$ cat src/rtl/lcd_pkg.sv
// Shared LCD video definitions for the RGB555 timing generator and receive monitor.
// Latency: n/a (constants and types only).
// Backpressure: n/a.
package lcd_pkg;

  // Default width of pixel/line counters and timing measurements.
  localparam int CNT_W_DEF = 12;

  // RGB555 pixel format.
  localparam int COLOR_W = 5;
  localparam int RGB_W   = 3 * COLOR_W;

  // Width of the consecutive-match counter used by lock detection (lock depth 1..15).
  localparam int MATCH_W = 4;

  // Timing-lock state machine.
  typedef enum logic [1:0] {
    LOCK_UNLOCKED = 2'd0,
    LOCK_ACQUIRE  = 2'd1,
    LOCK_LOCKED   = 2'd2
  } lock_state_t;

endpackage

$ cat src/rtl/lcd_sync_edge.sv
// Polarity-normalising sync register with assertion-edge detect.
// Latency: level registered on a strobe edge; edge pulse valid until the next strobe.
// Backpressure: none; holds state while en is low.
//
// Ports:
//   clk, reset : clock and asynchronous active-high reset
//   en         : pixel strobe; sig is sampled only when en=1
//   sig        : raw sync/enable input
//   rise       : normalised level went 0->1 between the last two strobes
//
// INVERT=1 turns an active-low input into an active-high normalised level.
// RST_VAL is the normalised level held in reset, chosen so that the idle
// input level does not fake an assertion on the first strobe after reset.
module lcd_sync_edge #(
  parameter bit INVERT  = 1'b0,
  parameter bit RST_VAL = 1'b0
) (
  input  logic clk,
  input  logic reset,
  input  logic en,
  input  logic sig,
  output logic rise
);

  logic lvl;
  logic prev;

  always_ff @(posedge clk or posedge reset) begin
    if (reset) begin
      lvl  <= RST_VAL;
      prev <= RST_VAL;
    end else if (en) begin
      prev <= lvl;
      lvl  <= sig ^ INVERT;
    end
  end

  assign rise = lvl & ~prev;

endmodule

$ cat src/rtl/lcd_rx_monitor.sv
// Receive-side LCD monitor: measures H/V timing, detects lock, re-emits active pixels with X/Y.
// Latency: input sampled on strobe edge N appears on outputs at strobe edge N+1.
// Backpressure: none; pixel_en=0 freezes all state and suppresses every pulse output.
//
// Ports:
//   clk, reset                     : clock, asynchronous active-high reset
//   pixel_en                       : pixel strobe qualifying every input sample
//   lcd_de/hsync/vsync/red/green/blue : incoming LCD stream (sync polarity by SYNC_ACTIVE_LOW)
//   pix_valid, pix_x, pix_y, pix_rgb  : one pulse per active pixel with its coordinates
//   frame_start                    : pulse on VSYNC assertion
//   h_total, h_active, v_total, v_active : latest timing measurements
//   locked, err_timing, err_overflow     : lock status, mismatch pulse, sticky saturation flag
module lcd_rx_monitor
  import lcd_pkg::*;
#(
  parameter bit SYNC_ACTIVE_LOW = 1'b1,
  parameter int CNT_W           = CNT_W_DEF,
  parameter int LOCK_FRAMES     = 2
) (
  input  logic               clk,
  input  logic               reset,
  input  logic               pixel_en,
  input  logic               lcd_de,
  input  logic               lcd_hsync,
  input  logic               lcd_vsync,
  input  logic [COLOR_W-1:0] lcd_red,
  input  logic [COLOR_W-1:0] lcd_green,
  input  logic [COLOR_W-1:0] lcd_blue,
  output logic               pix_valid,
  output logic [CNT_W-1:0]   pix_x,
  output logic [CNT_W-1:0]   pix_y,
  output logic [RGB_W-1:0]   pix_rgb,
  output logic               frame_start,
  output logic [CNT_W-1:0]   h_total,
  output logic [CNT_W-1:0]   h_active,
  output logic [CNT_W-1:0]   v_total,
  output logic [CNT_W-1:0]   v_active,
  output logic               locked,
  output logic               err_timing,
  output logic               err_overflow
);

  localparam logic [CNT_W-1:0]   CNT_MAX = '1;
  localparam logic [MATCH_W-1:0] LOCK_N  = MATCH_W'(LOCK_FRAMES);

  function automatic logic [CNT_W-1:0] sat_inc(input logic [CNT_W-1:0] v);
    return (v == CNT_MAX) ? v : v + CNT_W'(1);
  endfunction

  // ---------------------------------------------------------------
  // Stage 1: input registers and edge detection
  // ---------------------------------------------------------------
  logic             s1_de;
  logic [RGB_W-1:0] s1_rgb;
  logic             hs_rise;
  logic             vs_rise;
  logic             de_fall;

  always_ff @(posedge clk or posedge reset) begin
    if (reset) begin
      s1_de  <= 1'b0;
      s1_rgb <= '0;
    end else if (pixel_en) begin
      s1_de  <= lcd_de;
      s1_rgb <= {lcd_red, lcd_green, lcd_blue};
    end
  end

  lcd_sync_edge #(
    .INVERT  (SYNC_ACTIVE_LOW),
    .RST_VAL (1'b0)
  ) u_hs_edge (
    .clk   (clk),
    .reset (reset),
    .en    (pixel_en),
    .sig   (lcd_hsync),
    .rise  (hs_rise)
  );

  lcd_sync_edge #(
    .INVERT  (SYNC_ACTIVE_LOW),
    .RST_VAL (1'b0)
  ) u_vs_edge (
    .clk   (clk),
    .reset (reset),
    .en    (pixel_en),
    .sig   (lcd_vsync),
    .rise  (vs_rise)
  );

  // DE is inverted so the "assertion" edge is DE falling; resetting the
  // normalised level to 1 means an idle DE=0 does not look like a fall.
  lcd_sync_edge #(
    .INVERT  (1'b1),
    .RST_VAL (1'b1)
  ) u_de_edge (
    .clk   (clk),
    .reset (reset),
    .en    (pixel_en),
    .sig   (lcd_de),
    .rise  (de_fall)
  );

  // ---------------------------------------------------------------
  // Stage 2: counters and measurements (next-state logic)
  // ---------------------------------------------------------------
  logic [CNT_W-1:0] hcnt, de_cnt, vcnt, act_lines;
  logic             line_act;

  logic [CNT_W-1:0] hcnt_nx, de_cnt_nx, vcnt_nx, act_lines_nx;
  logic             line_act_nx;
  logic [CNT_W-1:0] h_total_nx, h_active_nx, v_total_nx, v_active_nx;
  logic             sat_hit;

  always_comb begin
    hcnt_nx      = hcnt;
    de_cnt_nx    = de_cnt;
    vcnt_nx      = vcnt;
    act_lines_nx = act_lines;
    line_act_nx  = line_act | s1_de;
    h_total_nx   = h_total;
    h_active_nx  = h_active;
    v_total_nx   = v_total;
    v_active_nx  = v_active;

    // Horizontal sync closes the line: the strobe carrying HS counts as
    // position 0 of the new line, hence total = hcnt + 1.
    if (hs_rise) begin
      h_total_nx  = sat_inc(hcnt);
      hcnt_nx     = '0;
      vcnt_nx     = sat_inc(vcnt);
      if (line_act) begin
        act_lines_nx = sat_inc(act_lines);
      end
      line_act_nx = s1_de;
    end else begin
      hcnt_nx = sat_inc(hcnt);
    end

    if (de_fall) begin
      h_active_nx = de_cnt;
      de_cnt_nx   = '0;
    end else if (s1_de) begin
      de_cnt_nx = sat_inc(de_cnt);
    end

    // Vertical sync uses the line counts after any coincident HS has been
    // applied, so a VS aligned with HS still counts that final line.
    if (vs_rise) begin
      v_total_nx   = vcnt_nx;
      v_active_nx  = act_lines_nx;
      vcnt_nx      = '0;
      act_lines_nx = '0;
    end
  end

  assign sat_hit = (hcnt_nx == CNT_MAX) || (de_cnt_nx == CNT_MAX) ||
                   (vcnt_nx == CNT_MAX) || (act_lines_nx == CNT_MAX);

  // ---------------------------------------------------------------
  // Stage 2: counter, measurement and pixel output registers
  // ---------------------------------------------------------------
  always_ff @(posedge clk or posedge reset) begin
    if (reset) begin
      hcnt         <= '0;
      de_cnt       <= '0;
      vcnt         <= '0;
      act_lines    <= '0;
      line_act     <= 1'b0;
      h_total      <= '0;
      h_active     <= '0;
      v_total      <= '0;
      v_active     <= '0;
      err_overflow <= 1'b0;
      pix_valid    <= 1'b0;
      pix_x        <= '0;
      pix_y        <= '0;
      pix_rgb      <= '0;
      frame_start  <= 1'b0;
    end else begin
      pix_valid   <= 1'b0;
      frame_start <= 1'b0;
      if (pixel_en) begin
        hcnt         <= hcnt_nx;
        de_cnt       <= de_cnt_nx;
        vcnt         <= vcnt_nx;
        act_lines    <= act_lines_nx;
        line_act     <= line_act_nx;
        h_total      <= h_total_nx;
        h_active     <= h_active_nx;
        v_total      <= v_total_nx;
        v_active     <= v_active_nx;
        err_overflow <= err_overflow | sat_hit;
        pix_valid    <= s1_de;
        frame_start  <= vs_rise;
        // Coordinates are the counts before this pixel is added.
        if (s1_de) begin
          pix_x   <= de_cnt;
          pix_y   <= act_lines;
          pix_rgb <= s1_rgb;
        end
      end
    end
  end

  // ---------------------------------------------------------------
  // Lock state machine, evaluated on VS against freshly latched values
  // ---------------------------------------------------------------
  lock_state_t        state;
  logic [MATCH_W-1:0] match_cnt;
  logic [MATCH_W-1:0] match_inc;
  logic [4*CNT_W-1:0] snap;
  logic [4*CNT_W-1:0] meas_nx;
  logic               meas_eq;

  assign meas_nx   = {h_total_nx, h_active_nx, v_total_nx, v_active_nx};
  assign meas_eq   = (meas_nx == snap);
  assign match_inc = match_cnt + MATCH_W'(1);

  always_ff @(posedge clk or posedge reset) begin
    if (reset) begin
      state      <= LOCK_UNLOCKED;
      match_cnt  <= '0;
      snap       <= '0;
      locked     <= 1'b0;
      err_timing <= 1'b0;
    end else begin
      err_timing <= 1'b0;
      if (pixel_en && vs_rise) begin
        case (state)
          // The first snapshot after reset spans a partial frame, so it
          // does not count as a match; lock needs LOCK_FRAMES more VS edges.
          LOCK_UNLOCKED: begin
            snap      <= meas_nx;
            match_cnt <= '0;
            state     <= LOCK_ACQUIRE;
          end
          LOCK_ACQUIRE: begin
            if (meas_eq) begin
              match_cnt <= match_inc;
              if (match_inc >= LOCK_N) begin
                state  <= LOCK_LOCKED;
                locked <= 1'b1;
              end
            end else begin
              snap      <= meas_nx;
              match_cnt <= MATCH_W'(1);
            end
          end
          LOCK_LOCKED: begin
            if (!meas_eq) begin
              err_timing <= 1'b1;
              locked     <= 1'b0;
              state      <= LOCK_ACQUIRE;
              snap       <= meas_nx;
              match_cnt  <= MATCH_W'(1);
            end
          end
          default: begin
            state  <= LOCK_UNLOCKED;
            locked <= 1'b0;
          end
        endcase
      end
    end
  end

endmodule
$ cat config.mk
export PLATFORM = sky130hd
export DESIGN_NAME = lcd_rx_monitor
export DESIGN_NICKNAME = d
export VERILOG_FILES = /design/src/rtl/lcd_pkg.sv /design/src/rtl/lcd_sync_edge.sv /design/src/rtl/lcd_rx_monitor.sv
export SDC_FILE = /design/constraint.sdc
export NUM_CORES = 1
export LEC_CHECK = 0
export ABC_AREA = 1
export CAP_MARGIN = 20
export CORE_MARGIN = 1.5
export CORE_UTILIZATION = 55
export DETAILED_ROUTE_END_ITERATION = 16
export GPL_ROUTABILITY_DRIVEN = 0
export PLACE_DENSITY = 0.85
export SLEW_MARGIN = 10
export SYNTH_ARGS = -nofsm -noshare
export SYNTH_HDL_FRONTEND = slang
export SYNTH_SLANG_ARGS = --single-unit
$ cat constraint.sdc
create_clock -name clk -period 23.9 [get_ports clk]
set_clock_uncertainty 0.05 [all_clocks]
set_input_delay 5.975 -clock clk [delete_from_list [all_inputs] [get_ports clk]]
set_output_delay 5.975 -clock clk [all_outputs]
set_load 0.05 [all_outputs]
# == Yosys cells after proc, flatten, opt, wreduce, memory -nomap -nowiden ==
# Index checks and enable logic that the tools add are counted.
# word_totals
ff_bits,217
in_bits,21
out_inout_bits,92
# op_classes
reduce_logical,13
n_bitwise,12
order_cmp,1
n_mux,35
add_sub_neg,5
eq_ne,15
# ops
op,n
$mux 12,16
$eq 12x12->1 const B,8
$pmux 48 s2,1
$add 12x1->12 const B,4
$eq 48x48->1,1
$mux 48,1
$pmux 4 s3,1
$mux 1,9
$mux 4,2
$ne 2x2->1 const B,4
$not 1->1,7
$mux 2,3
$pmux 2 s3,1
$reduce_and 3->1,2
$reduce_and 5->1,1
$add 4x1->4 const B,1
$ge 4x2->1 const B,1
$reduce_and 4->1,1
$and 1x1->1,3
$logic_or 1x1->1,3
$pmux 1 s3,1
$reduce_bool 3->1,1
$eq 2x1->1 const B,1
$eq 2x2->1 const B,1
6 further kinds,7

# == Longest topological paths before layout ==
# depth
ltp_word,9
ltp_mapped,25
mapped_depth_nobuf,22

# == Modules after synthesis ==
# From an unflattened synthesis, not the netlist that was laid out.
# unflattened
hier_cells,1593
hier_area_um2,11642.4
# modules_own_cells
module,cells_per_inst,instances,area_each_um2,seq_area_each_um2
lcd_rx_monitor,1554,1,11365.9,5280.1
lcd_sync_edge (u_hs_edge ...),13,2,91.3,50.0
lcd_sync_edge (u_de_edge),13,1,93.8,52.6

# == Worst setup path after synthesis ==
# No wires, ideal clock.
# synth_path
path_type,input to register
startpoint,input pixel_en
endpoint,register snap[0]
slack_ps,16391
cell_stages,8
setup_time_ps,66
arrival_ps,7393
path_cell_list,nand2_1 -> nor2_1 -> inv_1 -> a21oi_1 -> clkbuf_1 -> clkbuf_1 -> nand3_1 -> nand2_1
# synth_between
elab_chain_cells,2
# synth_rtl
item,line_no,source
start: declaration,lcd_rx_monitor.sv:22,"input logic pixel_en,"
$logic_and 1x1->1,lcd_rx_monitor.sv:229,if (pixel_en && vs_rise) begin
$reduce_and 3->1 (no source line),--,
end signal: assignment,lcd_rx_monitor.sv:234,snap <= meas_nx;
end signal: assignment,lcd_rx_monitor.sv:246,snap <= meas_nx;
end signal: assignment,lcd_rx_monitor.sv:255,snap <= meas_nx;
end: declaration,lcd_rx_monitor.sv:212,logic [4*CNT_W-1:0] snap;
# No other way between the ends.
# A chain may end at the register's enable or synchronous reset.

# == Final worst setup path ==
# layout_path
startpoint,input pixel_en
endpoint,register snap[24]
# Same word-level chain as after synthesis.

==> results.yml <==
outcome:
  status: "finished, final reports clean"
clock_tree:
  cts.sink_count: 217
  h-tree-depth: 1
  cts_tree: "done"
  cts.path.max_buffers: 3
  post_cts_buffers: 0
  clk_pin_slew_ns: 0.06
  cts_hold_buf: 0
  cts_resized: 0
  clkLatencyLatePin_ns: 0.52
  numCtsBuffers: 24
  cts_root_buf: "clkbuf_16"
critical_path:
  crit_fanout: 49
  worstSetupEndpointType: "flip-flop"
  ff2ff_path_depth: 20
  critPathTopFamily: "buffers and inverters"
  cp.buffers_inverters: 4
  path_class: "primary input to flip-flop"
  worstPathArrival_ns: 9.02
  slowest_delay_ns: 0.70
  slowest_stage: "nand2_2"
  crit_chain: "buf_4 > nand2_1 > nor2_1 > buf_4 > inv_1 > a21oi_4 > buf_4 > nand2_2 > nand2_1 > nand2_1"
  r2r_start: "u_hs_edge.prev$_DFFE_PP0P_"
  required_ns: 24.25
  r2r_slack_ns: 19.50
  worstSetupStartpointType: "primary input"
  reg2reg_to: "snap[24]$_DFFE_PP0P_"
placed_design:
  dpl.cell_count: 1946
  portBuffers: 112
  place_area_um2: 13100
  dp_hpwl_um: 20900
cells_and_area:
  fin_nets: 1728
  fin_cells: 1987
  final_cell_area_um2: 14000
  area_growth_pct: 18.1
  diodes: 0
  drive_gt1_frac: 0.0537
pwr:
  p_sw_frac: 0.386
  p_sw_w: 0.000566
  p_total_w: 0.00147
  vdd_ir_drop_max_mv: 0.0660
  comb_power_share: 0.342
  seqPwrFrac: 0.365
  power.density_nw_per_um2: 105
  power_frac_clock: 0.293
  p_leak_nw: 6.88
  internal-power_w: 0.000901
worst_hold_path:
  hold_class: "flip-flop to flip-flop"
  worstHoldEndpoint: "pix_x[7]$_DFFE_PP0P_"
  holdPathStages: 2
  hold_path_startpoint: "pix_x[7]$_DFFE_PP0P_"
logic_synthesis:
  seq_area_frac_synth: 0.458
  synthCells: 1619
  synth_top_area_cell: "dfrtp_1"
  postSynthAreaPerCell_um2: 7.33
  synth_nets: 1650
  synthArstFlopShare: 1.00
  synth.area.top_cells: "dfrtp_1, nand2_1, nand3_1"
  synthFlopType: "dfrtp_1"
  synth_edf_count: 0
  ys_warn_count: 0
  ys_top_cells_by_count: "nand2_1, dfrtp_1, nand3_1, inv_1, o21ai_0"
  yosys_register_bits: 217
  ys_types: 37
  synth_area_um2: 11900
  synth.most_common_cell: "nand2_1"
  yosysTopAreaCellShare: 0.453
flow_run:
  maxCapViolations: 0
sta:
  slew_viol_final: 0
  slew_headroom: 0.353
  worst_pin_slew_ns: 0.968
  setup_viol: 0
  final.setup.tns_ns: 0
  hold_viol_final: 0
  finalCritPeriodShare: 0.363
  grt_setup_unrepaired: "no"
  fmax_mhz: 115
  fin_crit_ns: 8.67
die:
  io_pins: 113
  die_h_um: 150
  coreArea_um2: 21100
  initial_core_util: 0.563
  fp-row-count: 53
  die_x_um: 150
  die-area_um2: 22500
drt:
  avgViaCountPerCell: 5.76
  routed_wl_um: 31600
  dr_total_vias: 11400
  ant_nets: 0
  drc: 0
  drt-initial-drc-count: 1270
  wl_per_cell_um: 15.9
  first_pass_iters: 8
global_routing:
  first_global_vias: 10700
  grt_max_degree: 97
  antenna_found_initial: 0
  grt.overflow.total: 0
  grt_pass1_wl_um: 52200
  grt_usage: 0.286
-- placed cells by master, fill, tap and decap left out, types with 10 or more instances in the layout --
| cell | count |
|---|---|
| a21oi_1 | 14 |
| nand3_1 | 180 |
| nor3_1 | 10 |
| o21ai_0 | 127 |
| o211ai_1 | 13 |
| nor2_1 | 85 |
| clkbuf_16 | 25 |
| nand2_1 | 555 |
| nand4_1 | 39 |
| ha_1 | 10 |
| a31oi_1 | 13 |
| xor2_1 | 10 |
| dfrtp_1 | 215 |
| clkdlybuf4s50_1 | 111 |
| nand3b_1 | 30 |
| inv_1 | 169 |
| o22ai_1 | 16 |
| buf_4 | 12 |
-- cells by family (layout without fill, tap and decap cells) --
logic type / count (synthesis) / after routing / share of synthesized area
multiplexers: 1 / 1 / 0.000844
XOR/XNOR: 15 / 15 / 0.0111
buffers and inverters: 246 / 339 / 0.0837
AND/OR/NAND/NOR: 935 / 935 / 0.346
adder cells (fa/ha/maj): 10 / 10 / 0.0105
flip-flops: 217 / 217 / 0.458
AO/OA/AOI/OAI: 195 / 195 / 0.0897
-- power groups by stage --
stage | Combinational [W] | Sequential [W] | Clock [W]
3_5_place_dp | 0.000493 | 0.000538 | 0
4_1_cts | 0.000499 | 0.000534 | 0.000434
3_3_place_gp | 0.000479 | 0.000535 | 0
5_1_grt | 0.000551 | 0.000546 | 0.000449
6_report | 0.000501 | 0.000536 | 0.000430
2_1_floorplan | 0.000249 | 0.000629 | 0
-- sequential cells by signal (all words and copies together), names as in the netlist, 2 cells and up --
name	cells
s1_rgb	15
act_lines	12
v_active	12
v_total	12
match_cnt	4
snap	48
vcnt	12
hcnt	12
h_total	12
pix_x	12
pix_rgb	15
pix_y	12
h_active	12
de_cnt	12
state	2
-- cell type report --
cell class                 instances  area [um2]
multi-input combinational       1156        5450
clock buffer                      27         643
clock inverter                    14         274
timing repair buffer             123        1200
sequential                       217        5430
fill                            1686        7070
tap                              275         344
inverter                         175         664
-- metal layers --
layer / GRT usage / share of wire / vias to the layer above
li1: - / - / 5418
met1: 0.392 / 0.41 / 5313
met2: 0.467 / 0.47 / 624
met3: 0.0451 / 0.084 / 87
met4: 0.0887 / 0.030 / 0
met5: 0 / 0 / -
-- worst register-to-register path: cells and delay by family, from the launching register on --
| kind | cells | cell delay [ns] |
|---|---|---|
| flip-flops | 1 | 0.41 |
| buffers and inverters | 3 | 0.49 |
| AND/OR/NAND/NOR | 17 | 3.37 |
-- worst max-delay path by stage --
stage,from,to,slack (ns),cells after the start
6_report,pixel_en,snap[24]$_DFFE_PP0P_,15.23,10
5_1_grt,pixel_en,snap[24]$_DFFE_PP0P_,15.02,10
4_1_cts,pixel_en,snap[24]$_DFFE_PP0P_,15.33,10
3_5_place_dp,pixel_en,snap[40]$_DFFE_PP0P_,14.84,10
3_3_place_gp,pixel_en,snap[6]$_DFFE_PP0P_,14.93,10
2_1_floorplan,reset,act_lines[0]$_DFFE_PP0P_,11.94,1
-- stage by stage --
stage          hold WS, ns  utilization  worst slack, ns
6_report             0.431        0.665            15.23
5_1_grt              0.452        0.665            15.02
4_1_cts              0.437        0.665            15.33
3_3_place_gp         0.409        0.621            14.93
3_5_place_dp         0.411        0.621            14.84
2_1_floorplan        0.392            -            11.94
Note: power is estimated with default switching activity, not from simulation.
